<file path="src/rtl/fp_norm_pipe.sv">
// ---------------------------------------------------------------------------
// fp_norm_pipe
//
// Two-stage elastic normalizer for the raw result of a floating-point
// add/subtract. Stage 1 registers the incoming operand together with the
// leading-zero count k. Stage 2 registers the shifted mantissa, adjusted
// exponent and status flags. Latency is two cycles when nothing stalls.
//
// Ports
//   clk        : single clock, rising edge
//   rst_n      : synchronous active-low reset
//   in_valid   : upstream data valid
//   in_ready   : block accepts data this cycle
//   sign_in    : result sign (passed through unchanged)
//   mant_in    : raw sum/difference, bit MAN_W = hidden bit, MAN_W+1 = carry
//   exp_in     : pre-normalize exponent
//   grs_in     : guard/round/sticky bits
//   out_valid  : result valid
//   out_ready  : downstream accepts
//   sign_out   : result sign
//   mant_out   : normalized stored fraction (hidden bit removed)
//   exp_out    : normalized exponent
//   grs_out    : normalized guard/round/sticky
//   ovf/uf/zero: status flags, meaningful while out_valid is high
//
// Handshake: a transfer occurs on a rising edge where valid && ready are
// both high. Once valid is raised it stays high, with stable payload,
// until the transfer happens; ready may toggle freely and never depends
// on valid.
// ---------------------------------------------------------------------------
module fp_norm_pipe #(
    parameter int EXP_W = 8,
    parameter int MAN_W = 23
) (
    input  logic               clk,
    input  logic               rst_n,
    input  logic               in_valid,
    output logic               in_ready,
    input  logic               sign_in,
    input  logic [MAN_W+1:0]   mant_in,
    input  logic [EXP_W-1:0]   exp_in,
    input  logic [2:0]         grs_in,
    output logic               out_valid,
    input  logic               out_ready,
    output logic               sign_out,
    output logic [MAN_W-1:0]   mant_out,
    output logic [EXP_W-1:0]   exp_out,
    output logic [2:0]         grs_out,
    output logic               ovf,
    output logic               uf,
    output logic               zero
);

    // {mant_in, grs_in} is the full working vector; LW is the part below
    // the carry bit, which is where leading zeros are counted.
    localparam int VW = MAN_W + 5;
    localparam int LW = MAN_W + 4;
    localparam int KW = $clog2(LW + 1);
    localparam int CW = ((KW > EXP_W) ? KW : EXP_W) + 1;

    localparam logic [EXP_W-1:0] EXP_ONES = '1;
    // Largest finite exponent: a carry from here lands on all-ones.
    localparam logic [EXP_W-1:0] EXP_TOP  = {{(EXP_W-1){1'b1}}, 1'b0};

    // -----------------------------------------------------------------------
    // Pipeline control
    // -----------------------------------------------------------------------
    logic s1_valid_q, s1_valid_d;
    logic s2_valid_q, s2_valid_d;
    logic in_fire, out_fire, s1_adv;

    // Stage 1 moves forward whenever stage 2 is empty or being drained.
    assign s1_adv    = s1_valid_q && (!s2_valid_q || out_ready);
    assign in_ready  = rst_n && (!s1_valid_q || !s2_valid_q || out_ready);
    assign out_valid = rst_n && s2_valid_q;
    assign in_fire   = in_valid && in_ready;
    assign out_fire  = out_valid && out_ready;

    always_comb begin
        s1_valid_d = s1_valid_q;
        if (in_fire) begin
            s1_valid_d = 1'b1;
        end else if (s1_adv) begin
            s1_valid_d = 1'b0;
        end
    end

    always_comb begin
        s2_valid_d = s2_valid_q;
        if (s1_adv) begin
            s2_valid_d = 1'b1;
        end else if (out_fire) begin
            s2_valid_d = 1'b0;
        end
    end

    // -----------------------------------------------------------------------
    // Stage 1: leading-zero count below the carry bit
    // -----------------------------------------------------------------------
    logic [LW-1:0] low_vec;
    logic [KW-1:0] lzc;
    logic          lz_found;

    // Counts zeros from the hidden-bit position downward through the
    // guard/round/sticky bits. A normal operand yields 0, so the same
    // shift path serves both the normal and the leading-zero cases.
    always_comb begin
        low_vec  = {mant_in[MAN_W:0], grs_in};
        lzc      = KW'(LW);
        lz_found = 1'b0;
        for (int i = LW - 1; i >= 0; i--) begin
            if (!lz_found && low_vec[i]) begin
                lzc      = KW'(LW - 1 - i);
                lz_found = 1'b1;
            end
        end
    end

    logic             s1_sign_q, s1_sign_d;
    logic [MAN_W+1:0] s1_mant_q, s1_mant_d;
    logic [EXP_W-1:0] s1_exp_q,  s1_exp_d;
    logic [2:0]       s1_grs_q,  s1_grs_d;
    logic [KW-1:0]    s1_k_q,    s1_k_d;

    always_comb begin
        s1_sign_d = s1_sign_q;
        s1_mant_d = s1_mant_q;
        s1_exp_d  = s1_exp_q;
        s1_grs_d  = s1_grs_q;
        s1_k_d    = s1_k_q;
        if (in_fire) begin
            s1_sign_d = sign_in;
            s1_mant_d = mant_in;
            s1_exp_d  = exp_in;
            s1_grs_d  = grs_in;
            s1_k_d    = lzc;
        end
    end

    // -----------------------------------------------------------------------
    // Stage 2: shift, exponent adjust and exception classification
    // -----------------------------------------------------------------------
    logic [MAN_W+2:0] shifted;
    logic [MAN_W-1:0] res_mant;
    logic [EXP_W-1:0] res_exp;
    logic [2:0]       res_grs;
    logic             res_ovf, res_uf, res_zero;

    // Priority: all-ones exponent (inf/NaN) first, then exact zero, then
    // the carry path (which may overflow), then left normalization (which
    // may underflow). The k >= exp comparison is done in a widened domain
    // so neither operand can wrap.
    always_comb begin
        res_mant = '0;
        res_exp  = '0;
        res_grs  = '0;
        res_ovf  = 1'b0;
        res_uf   = 1'b0;
        res_zero = 1'b0;
        shifted  = (MAN_W + 3)'({s1_mant_q, s1_grs_q} << s1_k_q);

        if (s1_exp_q == EXP_ONES) begin
            res_mant = s1_mant_q[MAN_W-1:0];
            res_exp  = s1_exp_q;
            res_grs  = s1_grs_q;
        end else if ((s1_mant_q == '0) && (s1_grs_q == '0)) begin
            res_zero = 1'b1;
        end else if (s1_mant_q[MAN_W+1]) begin
            if (s1_exp_q == EXP_TOP) begin
                res_ovf = 1'b1;
                res_exp = EXP_ONES;
            end else begin
                // The bit shifted out becomes the new guard; old guard
                // becomes round; old round and sticky fold into sticky.
                res_mant = s1_mant_q[MAN_W:1];
                res_grs  = {s1_mant_q[0], s1_grs_q[2], s1_grs_q[1] | s1_grs_q[0]};
                res_exp  = s1_exp_q + 1'b1;
            end
        end else if (CW'(s1_k_q) >= CW'(s1_exp_q)) begin
            res_uf = 1'b1;
        end else begin
            // k < exp here, so k fits in EXP_W bits and the subtraction
            // cannot wrap.
            res_mant = shifted[MAN_W+2:3];
            res_grs  = shifted[2:0];
            res_exp  = s1_exp_q - EXP_W'(s1_k_q);
        end
    end

    logic             s2_sign_q, s2_sign_d;
    logic [MAN_W-1:0] s2_mant_q, s2_mant_d;
    logic [EXP_W-1:0] s2_exp_q,  s2_exp_d;
    logic [2:0]       s2_grs_q,  s2_grs_d;
    logic             s2_ovf_q,  s2_ovf_d;
    logic             s2_uf_q,   s2_uf_d;
    logic             s2_zero_q, s2_zero_d;

    // Stage 2 only loads on advance, so its outputs hold while stalled.
    always_comb begin
        s2_sign_d = s2_sign_q;
        s2_mant_d = s2_mant_q;
        s2_exp_d  = s2_exp_q;
        s2_grs_d  = s2_grs_q;
        s2_ovf_d  = s2_ovf_q;
        s2_uf_d   = s2_uf_q;
        s2_zero_d = s2_zero_q;
        if (s1_adv) begin
            s2_sign_d = s1_sign_q;
            s2_mant_d = res_mant;
            s2_exp_d  = res_exp;
            s2_grs_d  = res_grs;
            s2_ovf_d  = res_ovf;
            s2_uf_d   = res_uf;
            s2_zero_d = res_zero;
        end
    end

    // -----------------------------------------------------------------------
    // State registers
    // -----------------------------------------------------------------------
    always_ff @(posedge clk) begin
        if (!rst_n) begin
            s1_valid_q <= 1'b0;
            s1_sign_q  <= 1'b0;
            s1_mant_q  <= '0;
            s1_exp_q   <= '0;
            s1_grs_q   <= '0;
            s1_k_q     <= '0;
            s2_valid_q <= 1'b0;
            s2_sign_q  <= 1'b0;
            s2_mant_q  <= '0;
            s2_exp_q   <= '0;
            s2_grs_q   <= '0;
            s2_ovf_q   <= 1'b0;
            s2_uf_q    <= 1'b0;
            s2_zero_q  <= 1'b0;
        end else begin
            s1_valid_q <= s1_valid_d;
            s1_sign_q  <= s1_sign_d;
            s1_mant_q  <= s1_mant_d;
            s1_exp_q   <= s1_exp_d;
            s1_grs_q   <= s1_grs_d;
            s1_k_q     <= s1_k_d;
            s2_valid_q <= s2_valid_d;
            s2_sign_q  <= s2_sign_d;
            s2_mant_q  <= s2_mant_d;
            s2_exp_q   <= s2_exp_d;
            s2_grs_q   <= s2_grs_d;
            s2_ovf_q   <= s2_ovf_d;
            s2_uf_q    <= s2_uf_d;
            s2_zero_q  <= s2_zero_d;
        end
    end

    assign sign_out = s2_sign_q;
    assign mant_out = s2_mant_q;
    assign exp_out  = s2_exp_q;
    assign grs_out  = s2_grs_q;
    assign ovf      = s2_ovf_q;
    assign uf       = s2_uf_q;
    assign zero     = s2_zero_q;

endmodule

</file>
<file path="config.mk">
export PLATFORM = sky130hd
export DESIGN_NAME = fp_norm_pipe
export DESIGN_NICKNAME = d
export VERILOG_FILES = /design/src/rtl/fp_norm_pipe.sv
export SDC_FILE = /design/constraint.sdc
export NUM_CORES = 1
export LEC_CHECK = 0
export CORE_MARGIN = 2
export CORE_UTILIZATION = 52
export CTS_CLUSTER_SIZE = 14
export DETAILED_ROUTE_END_ITERATION = 10
export PLACE_DENSITY = 0.76
export SKIP_CTS_REPAIR_TIMING = 1
export SYNTH_ARGS = -nofsm -noshare
export SYNTH_HDL_FRONTEND = slang
export SYNTH_SLANG_ARGS = --single-unit
</file>
<file path="constraint.sdc">
create_clock -name clk -period 3.6 [get_ports clk]
set_input_delay 0.54 -clock clk [delete_from_list [all_inputs] [get_ports clk]]
set_output_delay 0.54 -clock clk [all_outputs]
set_load 0.05 [all_outputs]
</file>
Word-level counts from Yosys, hierarchy flattened

Index checks and enable logic that the tools add are counted.
Widths: inputs -> output; s select.

Bits in registers: 82
Input bits: 41
Output and inout port bits: 40
Logic and storage cells: 170

Add/subtract/negate cells: 2
Magnitude comparators: 1
Equal/unequal tests: 2
Shift-type cells: 1
Mux-type cells: 82
Bitwise logic cells: 1
Reduce and logical (&&, ||, !) cells: 67

Operator list:

| operator            | count |
|---|---|
| $mux 5              | 27 |
| $mux 23             | 5 |
| $mux 1              | 40 |
| $mux 8              | 5 |
| $logic_and 1x1->1   | 32 |
| $logic_not 1->1     | 28 |
| $shl 28x5->26       | 1 |
| $logic_not 25->1    | 1 |
| $eq 8x8->1 const B  | 2 |
| $mux 3              | 5 |
| $add 8x1->8 const B | 1 |
| $ge 5x8->1          | 1 |
| $sub 8x5->8         | 1 |
| $reduce_bool 2->1   | 2 |
| $logic_not 3->1     | 1 |
| $logic_or 1x1->1    | 3 |
| $or 1x1->1          | 1 |

Logic depth before layout (Yosys ltp)

Gate-level depths: netlist of run 1.

Depth after elaboration: 79
Depth in mapped cells: 11
Mapped depth without buffers: 9

Least setup slack after synthesis of run 1

Ideal clock, no wire load.

Path kind: register -> register
From: reg s1_k_q[2]
To: reg s2_mant_q[17], in the netlist mant_out[17]
Library setup time: 0.117 ns
Arrival: 2.567 ns
Data required time: 3.483 ns
Slack: 0.916 ns
Cell stages (with the launch flop): 12
Path buffers: 4
Path through: dfxtp_1 -> buf_2 -> buf_2 -> clkbuf_2 -> inv_1 -> ha_1 -> buf_2 -> a211oi_1 -> o21ai_0 -> a21boi_1 -> nand2_1 -> a32o_1

Cells in the longest elaborated chain, start to end: 5
Elaborated cells on any way between the ends: 6

Ends and longest elaborated chain:

| item                                        | RTL line | text |
|---|---|---|
| from (decl)                                 | 123      | `logic [KW-1:0] s1_k_q, s1_k_d;` |
| from (signal assigned)                      | 243      | `s1_k_q <= s1_k_d;` |
| $ge 5x8->1 or $shl 28x5->26 (tied branches) | 179, 160 |  |
| $mux 23 (*)                                 | 179      | `end else if (CW'(s1_k_q) >= CW'(s1_exp_q)) begin` |
| $mux 23 (*)                                 | 168      | `end else if (s1_mant_q[MAN_W+1]) begin` |
| $mux 23 (*)                                 | 166      | `end else if ((s1_mant_q == '0) && (s1_grs_q == '0)) begin` |
| $mux 23 (*)                                 | 162      | `if (s1_exp_q == EXP_ONES) begin` |
| to (signal assigned)                        | 246      | `s2_mant_q <= s2_mant_d;` |
| to (decl)                                   | 191      | `logic [MAN_W-1:0] s2_mant_q, s2_mant_d;` |

Every way passes the cells marked *; elsewhere a longest branch is shown, timed or not.
A chain may end at the register's enable or synchronous reset.

Final worst setup path of run 1

From: reg s1_k_q[4]
To: reg s2_mant_q[12], in the netlist mant_out[12]

The elaborated chain is that of the path after synthesis.

==> impl_metrics.py, run 1 <==
metrics = {
    "run_status": {
        "status": "completed",
    },
    "finish": {
        "area_growth_pct": 18.01,
        "nNetsFinal": 810,
        "antenna_cells": 0,
        "nFillCells": 1000,
        "final_cell_mix": "112 x nand2_1, 80 x dfxtp_1, 79 x clkdlybuf4s50_1",
        "drive_gt1_share_pct": 12.79,
        "fin_area_um2": 7132,
        "final_common_cell": "nand2_1",
        "post-route-util_pct": 62.73,
    },
    "min_path": {
        "worstHoldPathType": "reg -> reg",
        "holdPathStages": 2,
        "hold_start": "sign_out",
        "worstHoldEndpoint": "sign_out",
    },
    "global_routing": {
        "track_usage_pct": 32.96,
        "grt_max_degree": 68,
        "grt-ovfl-total": 0,
        "grt_pass1_vias": 5881,
        "grt_pass1_wl_um": 32650,
        "antenna_found_initial": 0,
    },
    "timing": {
        "fmaxAchievable_mhz": 340.9,
        "period_share_pct": 81.48,
        "rsz0062_at_grt": "no",
        "finalHoldViolCount": 0,
        "maxSlewViolCount": 0,
        "worstMarginPinSlew_ns": 0.8846,
        "slew_headroom_pct": 39.50,
        "fin_worst_skew_ns": 0.01092,
        "period_needed_ns": 2.933,
        "worst_slack_ns": 0.6667,
        "finalSetupViolCount": 0,
        "finalSetupTns_ns": 0,
    },
    "placed_design": {
        "dp_slack_ns": 0.8343,
        "place.port_buffers": 80,
        "dp_hpwl_um": 14620,
        "placed_area_um2": 6824,
        "gp_congestion": 0.9718,
    },
    "floorplanning": {
        "coreArea_um2": 11370,
        "io_pins": 81,
        "num_rows": 39,
        "initial_core_util_pct": 53.15,
        "die_x_um": 111.8,
        "die-height_um": 111.8,
        "die-area_um2": 12500,
    },
    "synthesis": {
        "synthesis.area_um2": 6043,
        "syn_inst": 727,
        "yosys-top-cells-area": "dfxtp_1 27%, mux4_2 11%, nand2_1 7.0%, nand3_1 4.3%, o21ai_0 3.6%",
        "synth-main-ff-cell": "dfxtp_1",
        "yosysWarnings": 0,
        "ys_async_sr_fraction_pct": 0,
        "syn_area_per_cell_um2": 8.313,
        "synth_edf_count": 0,
        "synth-seq-cells": 82,
        "ys_types": 71,
        "ys_seq_area_share_pct": 27.16,
        "syn-num-nets": 776,
        "synth_top_area_cell": "dfxtp_1",
        "synth_top_area_share_pct": 27.16,
    },
    "worst_setup_path": {
        "reg2reg_setup_slack_ns": 0.67,
        "critPathMaxStageDelay_ns": 0.67,
        "cp.depth": 7,
        "required_ns": 3.90,
        "cp_slowest_cell": "dfxtp_1",
        "path_class": "reg -> reg",
        "cp.buffers_inverters": 1,
        "timing.rr.start": "s1_k_q[4]",
        "r2r-end": "mant_out[12]",
        "cp-start-kind": "flip-flop",
        "crit_chain": "inv_1 > ha_1 > o21ai_0 > o211ai_1 > nand3_1 > nor4_1 > o221a_2",
        "worst-path-max-fanout": 13,
        "crit_arrival_ns": 3.23,
        "ff2ff_path_depth": 7,
        "crit_family": "simple AND/OR/NAND/NOR gates",
        "critPathCaptureType": "flip-flop",
    },
    "drt": {
        "ant_nets": 0,
        "drt-initial-drc-count": 666,
        "drt-total-wl_um": 20860,
        "dr_total_vias": 6261,
        "drcViolationCount": 0,
        "first_pass_iters": 6,
        "viasPerCell": 6.888,
        "avgRoutedWirePerCell_um": 22.94,
    },
    "clocking": {
        "clk_pin_slew_worst_paths_ns": 0.07,
        "numCtsBuffers": 9,
        "cts_buffer_depth": 2,
        "cts_tree": "yes",
        "clk_latency_ns": 0.36,
        "cts_num_sinks": 82,
        "clock-root-buffer": "clkbuf_16",
        "htreeDepth": 3,
    },
    "pwr": {
        "ir_drop_uv": 329.6,
        "power_density_nw_per_um2": 397.0,
        "finalPower_mw": 2.831,
        "p_leak_nw": 2.616,
    },
    "run": {
        "maxCapViolations": 0,
    },
}
[metal layers]
metal	routed length [um]	up-vias	GRT usage [%]
li1	-	2844	-
met1	8819	2982	47.03
met2	9348	398	49.01
met3	2245	37	7.567
met4	442	0	12.02
met5	0	-	0
[synth_stat cells, drive strengths merged (5+ instances only)]
master	number
nand4	6
dfxtp	82
clkbuf	46
o21a	5
o221ai	5
nor2b	8
nor3	19
a311oi	5
o31ai	10
o211ai	7
mux2i	7
inv	18
mux2	10
nand2	112
mux4	37
o221a	14
nand3	52
a211oi	8
ha	7
and2	5
o21ai	44
a21oi	33
nor4	15
a221oi	7
nor3b	6
a22oi	7
buf	32
nor2	37
a2111oi	6
a21o	5
[sequential cells by signal, summed over array words and instances (netlist names)]
register and cells:
exp_out 8, grs_out 3, mant_out 23, ovf 1, s1_exp_q 8, s1_grs_q 3, s1_k_q 5, s1_mant_q 25
s1_sign_q 1, s1_valid_q 1, s2_valid_q 1, sign_out 1, uf 1, zero 1
[how the worst max path moves through the flow]
stage / startpoint / end / slack [ns]
2_1_floorplan: s1_k_q[2] / mant_out[17] / 0.92
3_3_place_gp: mant_in[22] / s1_k_q[1] / 0.90
3_5_place_dp: s1_k_q[4] / mant_out[12] / 0.83
4_1_cts: s1_k_q[4] / mant_out[12] / 0.80
5_1_grt: s1_k_q[4] / mant_out[12] / 0.49
6_report: s1_k_q[4] / mant_out[12] / 0.67
[kinds of logic after synthesis]
family / after synthesis / synth area share (%)
flip-flops: 82 / 27.16
AO/OA/AOI/OAI: 200 / 23.95
AND/OR/NAND/NOR: 282 / 22.17
multiplexers: 54 / 17.31
adder cells (fa/ha/maj): 8 / 1.780
XOR/XNOR: 4 / 0.5798
buffers and inverters: 97 / 7.039
[area by class of cell]
cell class / count / area (um2) / area share [%]
Clock inverter: 7 / 82.58 / 1.158
Multi-Input combinational cell: 548 / 3976 / 55.75
Timing Repair Buffer: 101 / 953.4 / 13.37
Sequential cell: 82 / 1644 / 23.05
Tap cell: 143 / 178.9 / 2.509
Clock buffer: 9 / 225.2 / 3.158
Inverter: 19 / 71.32 / 1.000
[report_power, final]
group | switching, mW | total, mW | internal (mW)
logic | 0.454 | 0.772 | 0.318
clock network | 0.427 | 0.977 | 0.550
registers | 0.112 | 1.08 | 0.971
[through the flow]
| step | cells | hold WS [ns] |
|---|---|---|
| after CTS | 909 | 0.4586 |
| after global placement | 893 | 0.4423 |
| final | 909 | 0.4588 |
| after global routing | 909 | 0.4797 |
| after detailed placement | 893 | 0.4496 |
| after floorplan | 727 | 0.4322 |
[worst register-to-register path: stages, from the launching register on]
cell and delay, ns:
dfxtp_1 0.67, inv_1 0.13, ha_1 0.42, o21ai_0 0.22
o211ai_1 0.35, nand3_1 0.39, nor4_1 0.47, o221a_2 0.24
No activity file was read; power rests on OpenSTA's default activity.
==> run 2, diff against run 1 <==
Settings changed: CORE_UTILIZATION 52 to 51, PLACE_DENSITY 0.76 to 0.78.
Clock period 3.6 ns to 2.4 ns, I/O delays scaled along.
==> run 2 against run 1 <==
Power rose by 58%. Register-to-register slack got worse by 0.57 ns. Die area rose by 1.9%. Wire length rose by 4.3%. Largest cell class unchanged. Via count rose by 4.1%. Utilization rose by 4.0 points. Critical endpoint is now mant_out[17]. Hold slack improved by 0.012 ns. Clock skew fell by 0.0026 ns. Critical path type unchanged. Cell count rose by 5.2%.
==> impl_metrics.py, run 2 (synthesis gave the netlist of run 1 again) <==
metrics = {
    "finish": {
        "nFillCells": 941,
        "regMostFlops": "s1_mant_q",
        "final_cell_mix": "111 x nand2_1, 80 x dfxtp_1, 78 x clkdlybuf4s50_1",
        "antenna_cells": 0,
        "nNetsFinal": 857,
        "drive_gt1_share_pct": 19.31,
        "largest_reg_flops": 25,
        "final_common_cell": "nand2_1",
        "post-route-util_pct": 66.75,
        "finalNonFillerCells": 956,
        "area_growth_pct": 26.67,
        "fin_area_um2": 7655,
    },
    "timing": {
        "period_needed_ns": 2.307,
        "maxSlewViolCount": 0,
        "rsz0062_at_grt": "no",
        "finalSetupViolCount": 0,
        "fmaxAchievable_mhz": 433.5,
        "worstMarginPinSlew_ns": 0.7829,
        "hold_slack_ns": 0.4710,
        "finalSetupTns_ns": 0,
        "period_share_pct": 96.12,
        "slew_headroom_pct": 47.41,
        "fin_worst_skew_ns": 0.008358,
        "worst_slack_ns": 0.09303,
        "finalHoldViolCount": 0,
    },
    "clocking": {
        "clk_latency_ns": 0.35,
        "clock-root-buffer": "clkbuf_16",
        "numCtsBuffers": 9,
        "cts_buffer_depth": 2,
        "clk_pin_slew_worst_paths_ns": 0.07,
        "cts_num_sinks": 82,
        "cts_tree": "yes",
        "htreeDepth": 3,
    },
    "min_path": {
        "hold_start": "s1_sign_q",
        "holdPathStages": 2,
        "worstHoldPathType": "reg -> reg",
    },
    "global_routing": {
        "antenna_found_initial": 0,
        "grt_max_degree": 73,
        "grt-ovfl-total": 0,
        "track_usage_pct": 34.20,
        "grt_pass1_vias": 6032,
        "grt_pass1_wl_um": 34180,
    },
    "floorplanning": {
        "die-area_um2": 12740,
        "die_x_um": 112.9,
        "initial_core_util_pct": 52.70,
        "die-height_um": 112.9,
        "io_pins": 81,
        "num_rows": 39,
        "coreArea_um2": 11470,
    },
    "run": {
        "maxCapViolations": 0,
    },
    "drt": {
        "ant_nets": 0,
        "first_pass_iters": 5,
        "drt-initial-drc-count": 673,
        "dr_total_vias": 6515,
        "drt-total-wl_um": 21750,
        "avgRoutedWirePerCell_um": 22.75,
        "viasPerCell": 6.815,
        "drcViolationCount": 0,
    },
    "placed_design": {
        "placed_area_um2": 7306,
        "placed_cells": 940,
        "place.port_buffers": 80,
        "dp_hpwl_um": 15990,
        "gp_congestion": 1.044,
        "dp_slack_ns": 0.001127,
    },
    "pwr": {
        "p_int_mw": 2.964,
        "power_density_nw_per_um2": 582.9,
        "switching_share_pct": 33.57,
        "p_clk_share_pct": 34.2,
        "p_leak_nw": 2.893,
        "finalPower_mw": 4.462,
        "ir_drop_uv": 552.2,
        "p_switching_mw": 1.498,
        "pwr-share-comb_pct": 29.9,
        "p_seq_share_pct": 35.9,
    },
    "worst_setup_path": {
        "worst-path-max-fanout": 29,
        "path_class": "reg -> reg",
        "timing.rr.start": "s1_k_q[1]",
        "cp-start-kind": "flip-flop",
        "ff2ff_path_depth": 6,
        "cp_slowest_cell": "mux4_2",
        "crit_arrival_ns": 2.55,
        "crit_chain": "buf_12 > buf_4 > mux4_2 > a221o_1 > a221o_1 > a32o_1",
        "required_ns": 2.64,
        "critPathCaptureType": "flip-flop",
        "crit_top_cell": "a221o_1",
        "critPathMaxStageDelay_ns": 0.40,
        "critPathLaunch": "s1_k_q[1]",
    },
    "run_status": {
        "status": "completed",
    },
}
==> run 2: cell count changes in the layout (fill, tap and decap cells not counted), sizes merged <==
| cell | delta |
|---|---|
| inv | -2 |
| bufinv | +1 |
| buf | +48 |
| clkinv | +1 |
| clkdlybuf4s50 | -1 |
==> run 2: power groups by stage <==
stage / clock network, mW / registers (mW) / logic (mW)
after floorplan: 0 / 1.70 / 0.685
after global placement: 0 / 1.62 / 1.29
after detailed placement: 0 / 1.62 / 1.30
after CTS: 1.53 / 1.59 / 1.30
after global routing: 1.58 / 1.61 / 1.42
final: 1.53 / 1.60 / 1.33
==> run 2: critical path, delay by kind of cell (launching register included) <==
kind | cells | cell delay, ns
AOI/OAI and AO/OA | 3 | 0.94
buffers and inverters | 2 | 0.50
muxes | 1 | 0.40
DFF | 1 | 0.35
==> run 2: final timing paths <==
check / endpoint / slack, ns
setup / recovery: mant_out[17] / 0.09
hold / removal: s1_sign_q / 0.47
setup reg to reg: mant_out[17] / 0.09
hold reg to reg: s1_sign_q / 0.47
==> run 2: final cells by class <==
type                            count  area, um2  area share (%)
Clock inverter                      7      101.3           1.324
Tap cell                          143      178.9           2.337
Sequential cell                    82       1644           21.48
Clock buffer                        9      225.2           2.942
Timing Repair Buffer              148       1416           18.50
Inverter                           19      72.57          0.9480
Multi-Input combinational cell    548       4016           52.47
==> run 2: routing by layer <==
metal / vias to the layer above / part of all wire, % / routed length (um) / track usage, %
li1: 2941 / - / - / -
met5: - / 0 / 0 / 0
met2: 426 / 44 / 9485 / 51.70
met3: 60 / 11 / 2325 / 6.802
met1: 3088 / 43 / 9347 / 49.42
met4: 0 / 2.7 / 588 / 11.06
==> run 3, diff against run 2 <==
Settings changed: RECOVER_POWER from default to 50.
==> run 3 against run 2 <==
Power fell by 0.32%. Sequential power is essentially flat. Die area unchanged. Wire length rose by 0.23%. Register-to-register slack lost 0.02 ns. Largest power group unchanged.
==> impl_metrics.py, run 3 (synthesis gave the netlist of run 1 again) <==
metrics = {
    "run_status": {
        "status": "completed",
    },
    "finish": {
        "drive_gt1_share_pct": 19.07,
        "antenna_cells": 0,
        "area_growth_pct": 26.23,
        "final_common_cell": "nand2_1",
        "largest_reg_flops": 25,
        "final_cell_mix": "111 x nand2_1, 80 x dfxtp_1, 59 x buf_4",
        "nNetsFinal": 857,
        "post-route-util_pct": 66.52,
        "nFillCells": 944,
        "regMostFlops": "s1_mant_q",
        "finalNonFillerCells": 956,
    },
    "drt": {
        "first_pass_iters": 5,
        "drcViolationCount": 0,
        "viasPerCell": 6.808,
        "wl_met3_um": 2455,
        "drt-total-wl_um": 21800,
        "drt-initial-drc-count": 657,
        "dr_total_vias": 6508,
        "routed-wl-met2_um": 9521,
        "highest_layer": "met4",
        "ant_nets": 0,
        "wl_met1_um": 9154,
        "avgRoutedWirePerCell_um": 22.80,
    },
    "floorplanning": {
        "io_pins": 81,
        "die-height_um": 112.9,
        "coreArea_um2": 11470,
        "die-area_um2": 12740,
        "initial_core_util_pct": 52.70,
        "die_x_um": 112.9,
        "num_rows": 39,
    },
    "worst_setup_path": {
        "critPathCaptureType": "flip-flop",
        "cp_slowest_cell": "mux4_1",
        "cp.buffers_inverters": 1,
        "worst-path-max-fanout": 39,
        "crit_chain": "buf_12 > mux4_1 > and3_1 > a2111oi_1 > a211o_1 > a211oi_1",
        "crit_family": "multiplexers",
        "required_ns": 2.61,
        "cp-start-kind": "flip-flop",
        "crit_arrival_ns": 2.54,
        "critPathMaxStageDelay_ns": 0.68,
        "path_class": "reg -> reg",
    },
    "clocking": {
        "htreeDepth": 3,
        "clk_latency_ns": 0.35,
        "clock-root-buffer": "clkbuf_16",
        "numCtsBuffers": 9,
        "clk_pin_slew_worst_paths_ns": 0.07,
        "cts_tree": "yes",
        "cts_num_sinks": 82,
        "cts_buffer_depth": 2,
    },
    "global_routing": {
        "grt-ovfl-total": 0,
        "grt_pass1_vias": 6032,
        "grt_pass1_wl_um": 34180,
        "track_usage_pct": 34.20,
        "grt_max_degree": 73,
        "antenna_found_initial": 0,
    },
    "timing": {
        "finalHoldViolCount": 0,
        "fmaxAchievable_mhz": 430.2,
        "finalSetupViolCount": 0,
        "period_needed_ns": 2.325,
        "slew_headroom_pct": 45.59,
        "worst_slack_ns": 0.07527,
        "worstMarginPinSlew_ns": 0.8100,
        "period_share_pct": 96.86,
        "fin_worst_skew_ns": 0.008994,
        "maxSlewViolCount": 0,
        "rsz0062_at_grt": "no",
    },
    "pwr": {
        "p_leak_nw": 2.942,
        "power_density_nw_per_um2": 583.0,
        "ir_drop_uv": 553.3,
    },
    "placed_design": {
        "place.port_buffers": 80,
        "gp_congestion": 1.044,
        "dp_slack_ns": 0.001127,
        "dp_hpwl_um": 15990,
        "placed_cells": 940,
    },
    "min_path": {
        "worstHoldPathType": "reg -> reg",
    },
    "run": {
        "maxCapViolations": 0,
    },
}
==> run 3: cell count changes in the layout (fill, tap and decap cells not counted) <==
cell / previous run / this run
clkbuf_1: 0 / 1
buf_12: 9 / 7
dlygate4sd3_1: 0 / 21
buf_4: 60 / 59
clkdlybuf4s50_1: 78 / 57
and2_1: 5 / 3
and2_0: 0 / 2
clkbuf_2: 0 / 1
dlymetal6s2s_1: 0 / 1
==> run 3: layer usage <==
| metal | up-vias | GRT usage, % |
|---|---|---|
| met1 | 3074 | 49.42 |
| met3 | 66 | 6.802 |
| li1 | 2947 | - |
| met4 | 0 | 11.06 |
| met5 | - | 0 |
| met2 | 421 | 51.70 |
==> run 3: area by class of cell <==
type | count | area (um2) | share of cell area (%)
clock buffer | 9 | 225.2 | 2.952
clock inverter | 7 | 101.3 | 1.329
inverter | 19 | 72.57 | 0.9513
multi-input combinational | 548 | 4016 | 52.65
sequential | 82 | 1644 | 21.55
tap | 143 | 178.9 | 2.345
timing repair buffer | 148 | 1390 | 18.22
==> run 3: worst paths after layout <==
path	from	end	slack, ns	depth (start not counted)
min	s1_sign_q	s1_sign_q	0.47	2
max reg2reg	s1_k_q[0]	mant_out[21]	0.08	6
min reg2reg	s1_sign_q	s1_sign_q	0.47	2
max	s1_k_q[0]	mant_out[21]	0.08	6
==> run 3: tightest hold or removal path, stage by stage (launching register included) <==
cell,delay (ns)
dfxtp_1,0.32
nand3_1,0.06
nand2_1,0.04
==> run 3: stage by stage <==
stage | hold slack, ns | setup TNS [ns] | power, mW | area (um2)
after floorplan | 0.4322 | 0 | 2.387 | 6073
after global placement | 0.4491 | 0 | 2.907 | 7306
after detailed placement | 0.4630 | 0 | 2.918 | 7306
after CTS | 0.4742 | -0.02135 | 4.424 | 7632
after global routing | 0.4992 | 0 | 4.589 | 7629
final | 0.4717 | 0 | 4.447 | 7629
==> run 3: where the power goes <==
| part | leakage (nW) | switching, mW | internal [mW] | total [mW] |
|---|---|---|---|---|
| registers | 0.676 | 0.143 | 1.46 | 1.60 |
| clock network | 0.153 | 0.609 | 0.920 | 1.53 |
| logic | 2.11 | 0.747 | 0.570 | 1.32 |
| total | 2.94 | 1.50 | 2.95 | 4.45 |
